$ cat src/rtl/pipe_ctrl_pkg.sv
// Shared constants for the pipeline controller: stall patterns, FSM states,
// exception codes. Optional watchdog is enabled by macro PIPE_CTRL_WDOG_EN.
package pipe_ctrl_pkg;

  localparam logic [5:0]  STALL_NONE = 6'b000000;
  localparam logic [5:0]  STALL_ID   = 6'b000111;
  localparam logic [5:0]  STALL_EX   = 6'b001111;
  localparam logic [5:0]  STALL_MEM  = 6'b011111;
  localparam logic [5:0]  STALL_ALL  = 6'b111111;

  localparam logic        STOP       = 1'b1;
  localparam logic        NOSTOP     = 1'b0;

  localparam logic [31:0] ZeroWord   = 32'h0000_0000;
  localparam logic [31:0] EXC_NONE   = 32'h0000_0000;
  localparam logic [31:0] EXC_ERET   = 32'h0000_000e;

  typedef enum logic {
    ST_RUN   = 1'b0,
    ST_FLUSH = 1'b1
  } state_e;

endpackage

$ cat src/rtl/pipe_ctrl_wdog.sv
// Stall watchdog: counts consecutive stalled RUN cycles and flags the cycle
// on which the limit is reached while the pipeline is still stalled.
module pipe_wdog #(
  parameter int unsigned LIMIT = 1024
) (
  input  logic clk,
  input  logic rst,
  input  logic stalled_i,
  input  logic clear_i,
  output logic fire_o
);

  localparam int unsigned CW = $clog2(LIMIT + 1);

  logic [CW-1:0] cnt_q;
  logic [CW-1:0] cnt_d;

  always_comb begin
    cnt_d = cnt_q;
    if (clear_i || !stalled_i) begin
      cnt_d = {CW{1'b0}};
    end else begin
      cnt_d = cnt_q + CW'(1);
    end
  end

  always_ff @(posedge clk or posedge rst) begin
    if (rst) begin
      cnt_q <= {CW{1'b0}};
    end else begin
      cnt_q <= cnt_d;
    end
  end

  assign fire_o = stalled_i && (cnt_q == CW'(LIMIT - 1));

endmodule

$ cat src/rtl/pipe_ctrl.sv
// Pipeline controller: merges stall requests, sequences exception/eret entry
// with a one-cycle flush. Watchdog present only when PIPE_CTRL_WDOG_EN is defined.
module pipe_ctrl
  import pipe_ctrl_pkg::*;
#(
  parameter logic [31:0] EXC_VECTOR  = 32'h0000_0020,
  parameter logic [31:0] ERET_CODE   = EXC_ERET,
  parameter int unsigned WDOG_LIMIT  = 1024,
  parameter logic [31:0] WDOG_VECTOR = 32'h0000_0040
) (
  input  logic        clk,
  input  logic        rst,
  input  logic        stallreq_from_id,
  input  logic        stallreq_from_ex,
  input  logic        stallreq_from_mem,
  input  logic [31:0] excepttype_i,
  input  logic [31:0] cp0_epc_i,
  output logic [5:0]  stall,
  output logic        flush,
  output logic [31:0] new_pc,
  output logic        wdog_timeout
);

  state_e      state_q;
  logic        flush_q;
  logic [31:0] new_pc_q;
  logic [5:0]  req_stall_s;
  logic        exc_acc_s;
  logic        wdog_acc_s;
  logic        accept_s;
  logic [31:0] target_s;

  always_comb begin
    req_stall_s = STALL_NONE;
    if (stallreq_from_mem == STOP) begin
      req_stall_s = STALL_MEM;
    end else if (stallreq_from_ex == STOP) begin
      req_stall_s = STALL_EX;
    end else if (stallreq_from_id == STOP) begin
      req_stall_s = STALL_ID;
    end else begin
      req_stall_s = STALL_NONE;
    end
  end

  // An exception waits while mem is mid-access; mem keeps excepttype_i stable.
  assign exc_acc_s = (state_q == ST_RUN) && (excepttype_i != EXC_NONE) &&
                     (stallreq_from_mem == NOSTOP);
  assign accept_s  = exc_acc_s || wdog_acc_s;

  always_comb begin
    target_s = WDOG_VECTOR;
    if (exc_acc_s) begin
      target_s = (excepttype_i == ERET_CODE) ? cp0_epc_i : EXC_VECTOR;
    end else begin
      target_s = WDOG_VECTOR;
    end
  end

  always_comb begin
    stall = STALL_NONE;
    if (rst) begin
      stall = STALL_NONE;
    end else if (state_q == ST_FLUSH) begin
      stall = STALL_NONE;
    end else if (accept_s) begin
      stall = STALL_ALL;
    end else begin
      stall = req_stall_s;
    end
  end

  always_ff @(posedge clk or posedge rst) begin
    if (rst) begin
      state_q  <= ST_RUN;
      flush_q  <= 1'b0;
      new_pc_q <= ZeroWord;
    end else begin
      case (state_q)
        ST_RUN: begin
          if (accept_s) begin
            state_q  <= ST_FLUSH;
            flush_q  <= 1'b1;
            new_pc_q <= target_s;
          end else begin
            flush_q  <= 1'b0;
          end
        end
        ST_FLUSH: begin
          state_q <= ST_RUN;
          flush_q <= 1'b0;
        end
        default: begin
          state_q <= ST_RUN;
          flush_q <= 1'b0;
        end
      endcase
    end
  end

  assign flush  = flush_q;
  assign new_pc = new_pc_q;

`ifdef PIPE_CTRL_WDOG_EN
  logic wdog_fire_s;
  logic wdog_timeout_q;

  pipe_wdog #(
    .LIMIT (WDOG_LIMIT)
  ) u_wdog (
    .clk       (clk),
    .rst       (rst),
    .stalled_i ((state_q == ST_RUN) && (req_stall_s != STALL_NONE)),
    .clear_i   (exc_acc_s),
    .fire_o    (wdog_fire_s)
  );

  // A real exception in the same cycle wins over the watchdog.
  assign wdog_acc_s = wdog_fire_s && !exc_acc_s;

  always_ff @(posedge clk or posedge rst) begin
    if (rst) begin
      wdog_timeout_q <= 1'b0;
    end else if (wdog_acc_s) begin
      wdog_timeout_q <= 1'b1;
    end else begin
      wdog_timeout_q <= wdog_timeout_q;
    end
  end

  assign wdog_timeout = wdog_timeout_q;
`else
  logic [31:0] unused_wdog_s;
  assign unused_wdog_s = WDOG_VECTOR ^ 32'(WDOG_LIMIT);
  assign wdog_acc_s    = 1'b0;
  assign wdog_timeout  = 1'b0;
`endif

endmodule
$ cat config.mk
export PLATFORM = sky130hd
export DESIGN_NAME = pipe_ctrl
export DESIGN_NICKNAME = d
export VERILOG_FILES = /design/src/rtl/pipe_ctrl_pkg.sv /design/src/rtl/pipe_ctrl_wdog.sv /design/src/rtl/pipe_ctrl.sv
export SDC_FILE = /design/constraint.sdc
export NUM_CORES = 1
export LEC_CHECK = 0
export BUFFER_PORTS_ARGS = -buffer_cell sky130_fd_sc_hd__buf_2
export CORE_ASPECT_RATIO = 1.25
export CORE_MARGIN = 2
export CORE_UTILIZATION = 23
export CTS_CLUSTER_SIZE = 25
export DETAILED_ROUTE_END_ITERATION = 12
export PLACE_DENSITY = 0.49
export SETUP_SLACK_MARGIN = 0.1
export SYNTH_ARGS = -nofsm -noshare
export SYNTH_HDL_FRONTEND = slang
export SYNTH_SLANG_ARGS = --single-unit
$ cat constraint.sdc
create_clock -name clk -period 3 [get_ports clk]
set_input_delay 0.3 -clock clk [delete_from_list [all_inputs] [get_ports clk]]
set_output_delay 0.3 -clock clk [all_outputs]
set_load 0.01 [all_outputs]
==> results by stage <==
Routing:
- The post-detailed-route DRC marker count is 0.
- In the routed layout, each cell is associated on average with a via count of 4.64.
- The routed via count is 1295.
- In the final routed layout, each cell accounts on average for 13.8 um.
- The first detailed-routing pass ran for 4 iterations.
- The number of nets with antenna violations after routing is 0.
- The final routed wirelength across all metal layers is 3860 um.
- The first routing iteration left 50 violations.

Synth:
- The fraction of the mapped netlist area in compound gates is 23.0%.
- The dominant register cell in the synthesized netlist is sky130_fd_sc_hd__dfrtp_1.
- Averaged over all synthesized cells, the footprint is 13.3 um2.
- The sequential cell area fraction in the yosys report is 60.2%.
- The share of synthesized area spent on multiplexers is 0%.
- The share of the synthesized area in the top cell type is 60.2%.
- The xor and xnor fraction of the mapped netlist area is 0%.
- The post-synthesis register bit count is 33.
- The netlist uses 18 different library cells.
- Sorting the synthesized cells by how often they occur yields sky130_fd_sc_hd__dfrtp_1 (33), sky130_fd_sc_hd__a22o_1 (31), sky130_fd_sc_hd__nor2_1 (5), sky130_fd_sc_hd__nor3_1 (5), sky130_fd_sc_hd__nor4_1 (5).
- Synthesis produced a netlist with a net count of 172.
- The post-synthesis cell area is 0.00137 mm2.
- The number of synthesized flops with an enable pin is 0.
- The number of warnings printed during yosys synthesis is 0.
- In the post-synthesis netlist, the cell with the most instances is sky130_fd_sc_hd__dfrtp_1.
- The proportion of register bits with asynchronous set or reset after synthesis is 100%.
- Counting every instance in the synthesized netlist gives 103.
- The biggest area contributor in the post-synthesis netlist is sky130_fd_sc_hd__dfrtp_1.
- Summing the areas of all fa, ha and maj instances in the mapped netlist gives 0% of the synthesized area.
- Ranked by total cell area, the synthesized netlist is headed by sky130_fd_sc_hd__dfrtp_1 (60%), sky130_fd_sc_hd__a22o_1 (20%), sky130_fd_sc_hd__nor4_2 (2.7%), sky130_fd_sc_hd__buf_6 (2.5%), sky130_fd_sc_hd__nor4_1 (2.3%).
- The dominant combinational cell family by area after synthesis is compound AO/OA/AOI/OAI gates.
- After Yosys synthesis, and, or, nand and nor cells account for 10.5% of the synthesized area.

Critical path:
- The source of the worst register-to-register timing path is flush.
- The critical path data arrival time is 1560 ps.
- The maximum fanout count along the critical path is 5.
- The worst endpoint required time is 2700 ps.
- For the worst flop-to-flop path, the logic depth is 5.
- The flop-to-flop setup slack is 1470 ps.
- The worst flop-to-flop path endpoint is new_pc[16].
- The critical path in this run is classified as primary input to output pin.
- The critical path capture point type is an output pin.
- The kind of launch point of the worst setup path is a primary input.

Pwr:
- In this run the power spent charging and discharging nets is 0.000203 W.
- The static leakage is 1.17 nW.
- Per report_power, the clock group accounts for 44.4% of the total.
- Registers are responsible for 46.5% of the overall power.
- The internal power is 0.000759 W.
- The fraction of power spent switching nets is 21.1%.
- Combinational logic burns 9.1% of the power.
- In this run the power density over the cells is 465 mW/mm2.
- VDD sags by at most 0.000199 V.

STA:
- The count of final setup violators is 0.
- The total count of max-transition violations in the final report is 0.
- The worst path uses 61.9% of the clock period.
- Setup repair after global routing left no endpoint under its margin.
- The worst pin sits at a relative slew slack of 40.4%.
- The hold violation total from the final report is 0.
- For this run, the top clock speed supported by timing is 0.539 GHz.
- The minimum clock period is 1860 ps.
- For the pin with the worst max-slew slack, the measured transition is 893 ps.
- The worst hold slack is 230 ps.
- The maximum clock skew at final layout is 7.51 ps.
- The final-layout setup total negative slack is 0 ps.

Floorplan:
- The floorplan step defined a core boundary enclosing 0.00578 mm2.
- Pin placement for this block handled 109 I/O pins.
- The die outline height is 90.3 um.
- The die covers 0.00660 mm2.
- The floorplan has 31 rows.
- The effective utilization at floorplan is 23.7%.
- In this run the horizontal extent of the chip is 73.1 um.

Clock network:
- The longest clock path from root to sink contains 2 buffers.
- The number of hold buffers added after CTS is 0.
- The clock tree synthesis step divided the H-tree into 2 levels.
- The insertion delay to the later sink of the worst-skew pair is 280 ps.
- The number of gates given a new drive strength after cts is 0.
- Clock tree synthesis selected as its root buffer the cell sky130_fd_sc_hd__clkbuf_8.
- The CTS buffer count is 5.
- The number of clock sinks is 33.
- After clock tree synthesis, the clock-pin slew on the worst setup and hold paths is 70 ps.
- TritonCTS built the clock tree.
- The number of buffers added for setup after CTS is 0.

GRT:
- The maximum number of pins on one net before global-route repair is 34.
- The initial antenna violation count came to 0.
- The overflow left after global routing is 0.
- The number of global-route vias before repair is 1298.
- The total routing usage reported by global routing is 11.8%.
- The first global-routing pass estimated 6070 um of wire.

Run:
- Across the run, the number of max-cap violations was 0.

Layout:
- The repair_antennas step left the layout with diodes totalling 0.
- The sequential cells in the finished layout cover a total of 826 um2.
- The area added between synthesis and finish is 50.9%.
- Of the cells placed in the final design, the portion with a size suffix greater than 1 is 58.7%.
- After filler insertion, the fill cell instance count of the layout stands at 576.
- The multi-input combinational cells in the finished layout cover a total of 468 um2.
- The layout net count is 281.

Min path:
- The end point of the worst hold path is new_pc[3].
- The tightest min-delay check is of the primary input to flip-flop type.
- The origin of the worst min-delay path is cp0_epc_i[3].
- Along the worst hold path, the cell count comes to 2.

Placement:
- The final weighted congestion in routability-driven placement is 0.722.
- Summed over all nets, the half-perimeter wirelength after detailed placement is 2950 um.
- In this run the tool buffered the top-level ports with 107 buffer cells.

Run status:
- The run finished with clean final reports.
-- cells by family (layout without fill, tap and decap cells) --
group / after synthesis / after routing
compound gates: 35 / 35
flops: 33 / 33
simple gates: 22 / 22
buf+inv: 12 / 122
other cells: 1 / 1
-- metal layers --
layer / global-route usage [%] / vias up / wire [um]
li1: - / 616 / -
met4: 5.09 / 0 / 43
met2: 17.6 / 67 / 1800
met5: 0 / - / 0
met3: 3.91 / 5 / 357
met1: 15.4 / 607 / 1650
-- flip-flops by register name (all words and copies together) (netlist names) --
register / cells
flush: 1
new_pc: 32
-- power by group through the flow --
stage | Combinational, W | Clock, W | Sequential, W
final | 0.0000879 | 0.000427 | 0.000447
after global routing | 0.0000983 | 0.000462 | 0.000447
after CTS | 0.0000897 | 0.000440 | 0.000447
after detailed placement | 0.0000892 | 0 | 0.000455
after global placement | 0.0000896 | 0 | 0.000455
after floorplan | 0.0000357 | 0 | 0.000456
-- final cells by class --
type                            instances  share of cell area (%)
Clock buffer                            7                    4.17
Clock inverter                          1                    1.45
Inverter                                3                   0.544
Multi-Input combinational cell         58                    22.6
Sequential cell                        33                    39.9
Tap cell                               66                    3.99
Timing Repair Buffer                  111                    27.3
-- cell usage in the layout, fill, tap and decap left out, types with 3 or more instances in the layout --
cell type	n
sky130_fd_sc_hd__buf_2	107
sky130_fd_sc_hd__clkbuf_8	6
sky130_fd_sc_hd__a22o_1	31
sky130_fd_sc_hd__buf_4	4
sky130_fd_sc_hd__nor4_1	5
sky130_fd_sc_hd__dfrtp_1	33
sky130_fd_sc_hd__nor4_2	3
sky130_fd_sc_hd__nor3_1	4
sky130_fd_sc_hd__nor2_1	5
-- critical path, stage by stage --
cell	delay [ps]
sky130_fd_sc_hd__buf_2	90
sky130_fd_sc_hd__nor4_1	290
sky130_fd_sc_hd__nand4_1	310
sky130_fd_sc_hd__nor2_1	220
sky130_fd_sc_hd__a311oi_1	160
sky130_fd_sc_hd__buf_2	180
-- stage by stage --
step	utilization (%)	worst slack (ps)	total power, W	area (um2)	std cells
global placement	33.8	1060	0.000545	1950	271
global route	35.8	955	0.00101	2070	279
CTS	35.8	1110	0.000976	2070	279
detailed placement	33.8	1000	0.000545	1950	271
floorplan	-	1250	0.000491	1370	103
finish	35.8	1140	0.000962	2070	279
-- worst max-delay path by stage --
stage          cells after the start    endpoint        startpoint
4_1_cts                            6    stall[1]  excepttype_i[25]
3_5_place_dp                       6  new_pc[10]  excepttype_i[25]
3_3_place_gp                       6  new_pc[21]  excepttype_i[25]
2_1_floorplan                      5    stall[5]  excepttype_i[21]
5_1_grt                            6    stall[0]  excepttype_i[16]
6_report                           6    stall[1]  excepttype_i[25]
(Power assumes the default switching activity.)
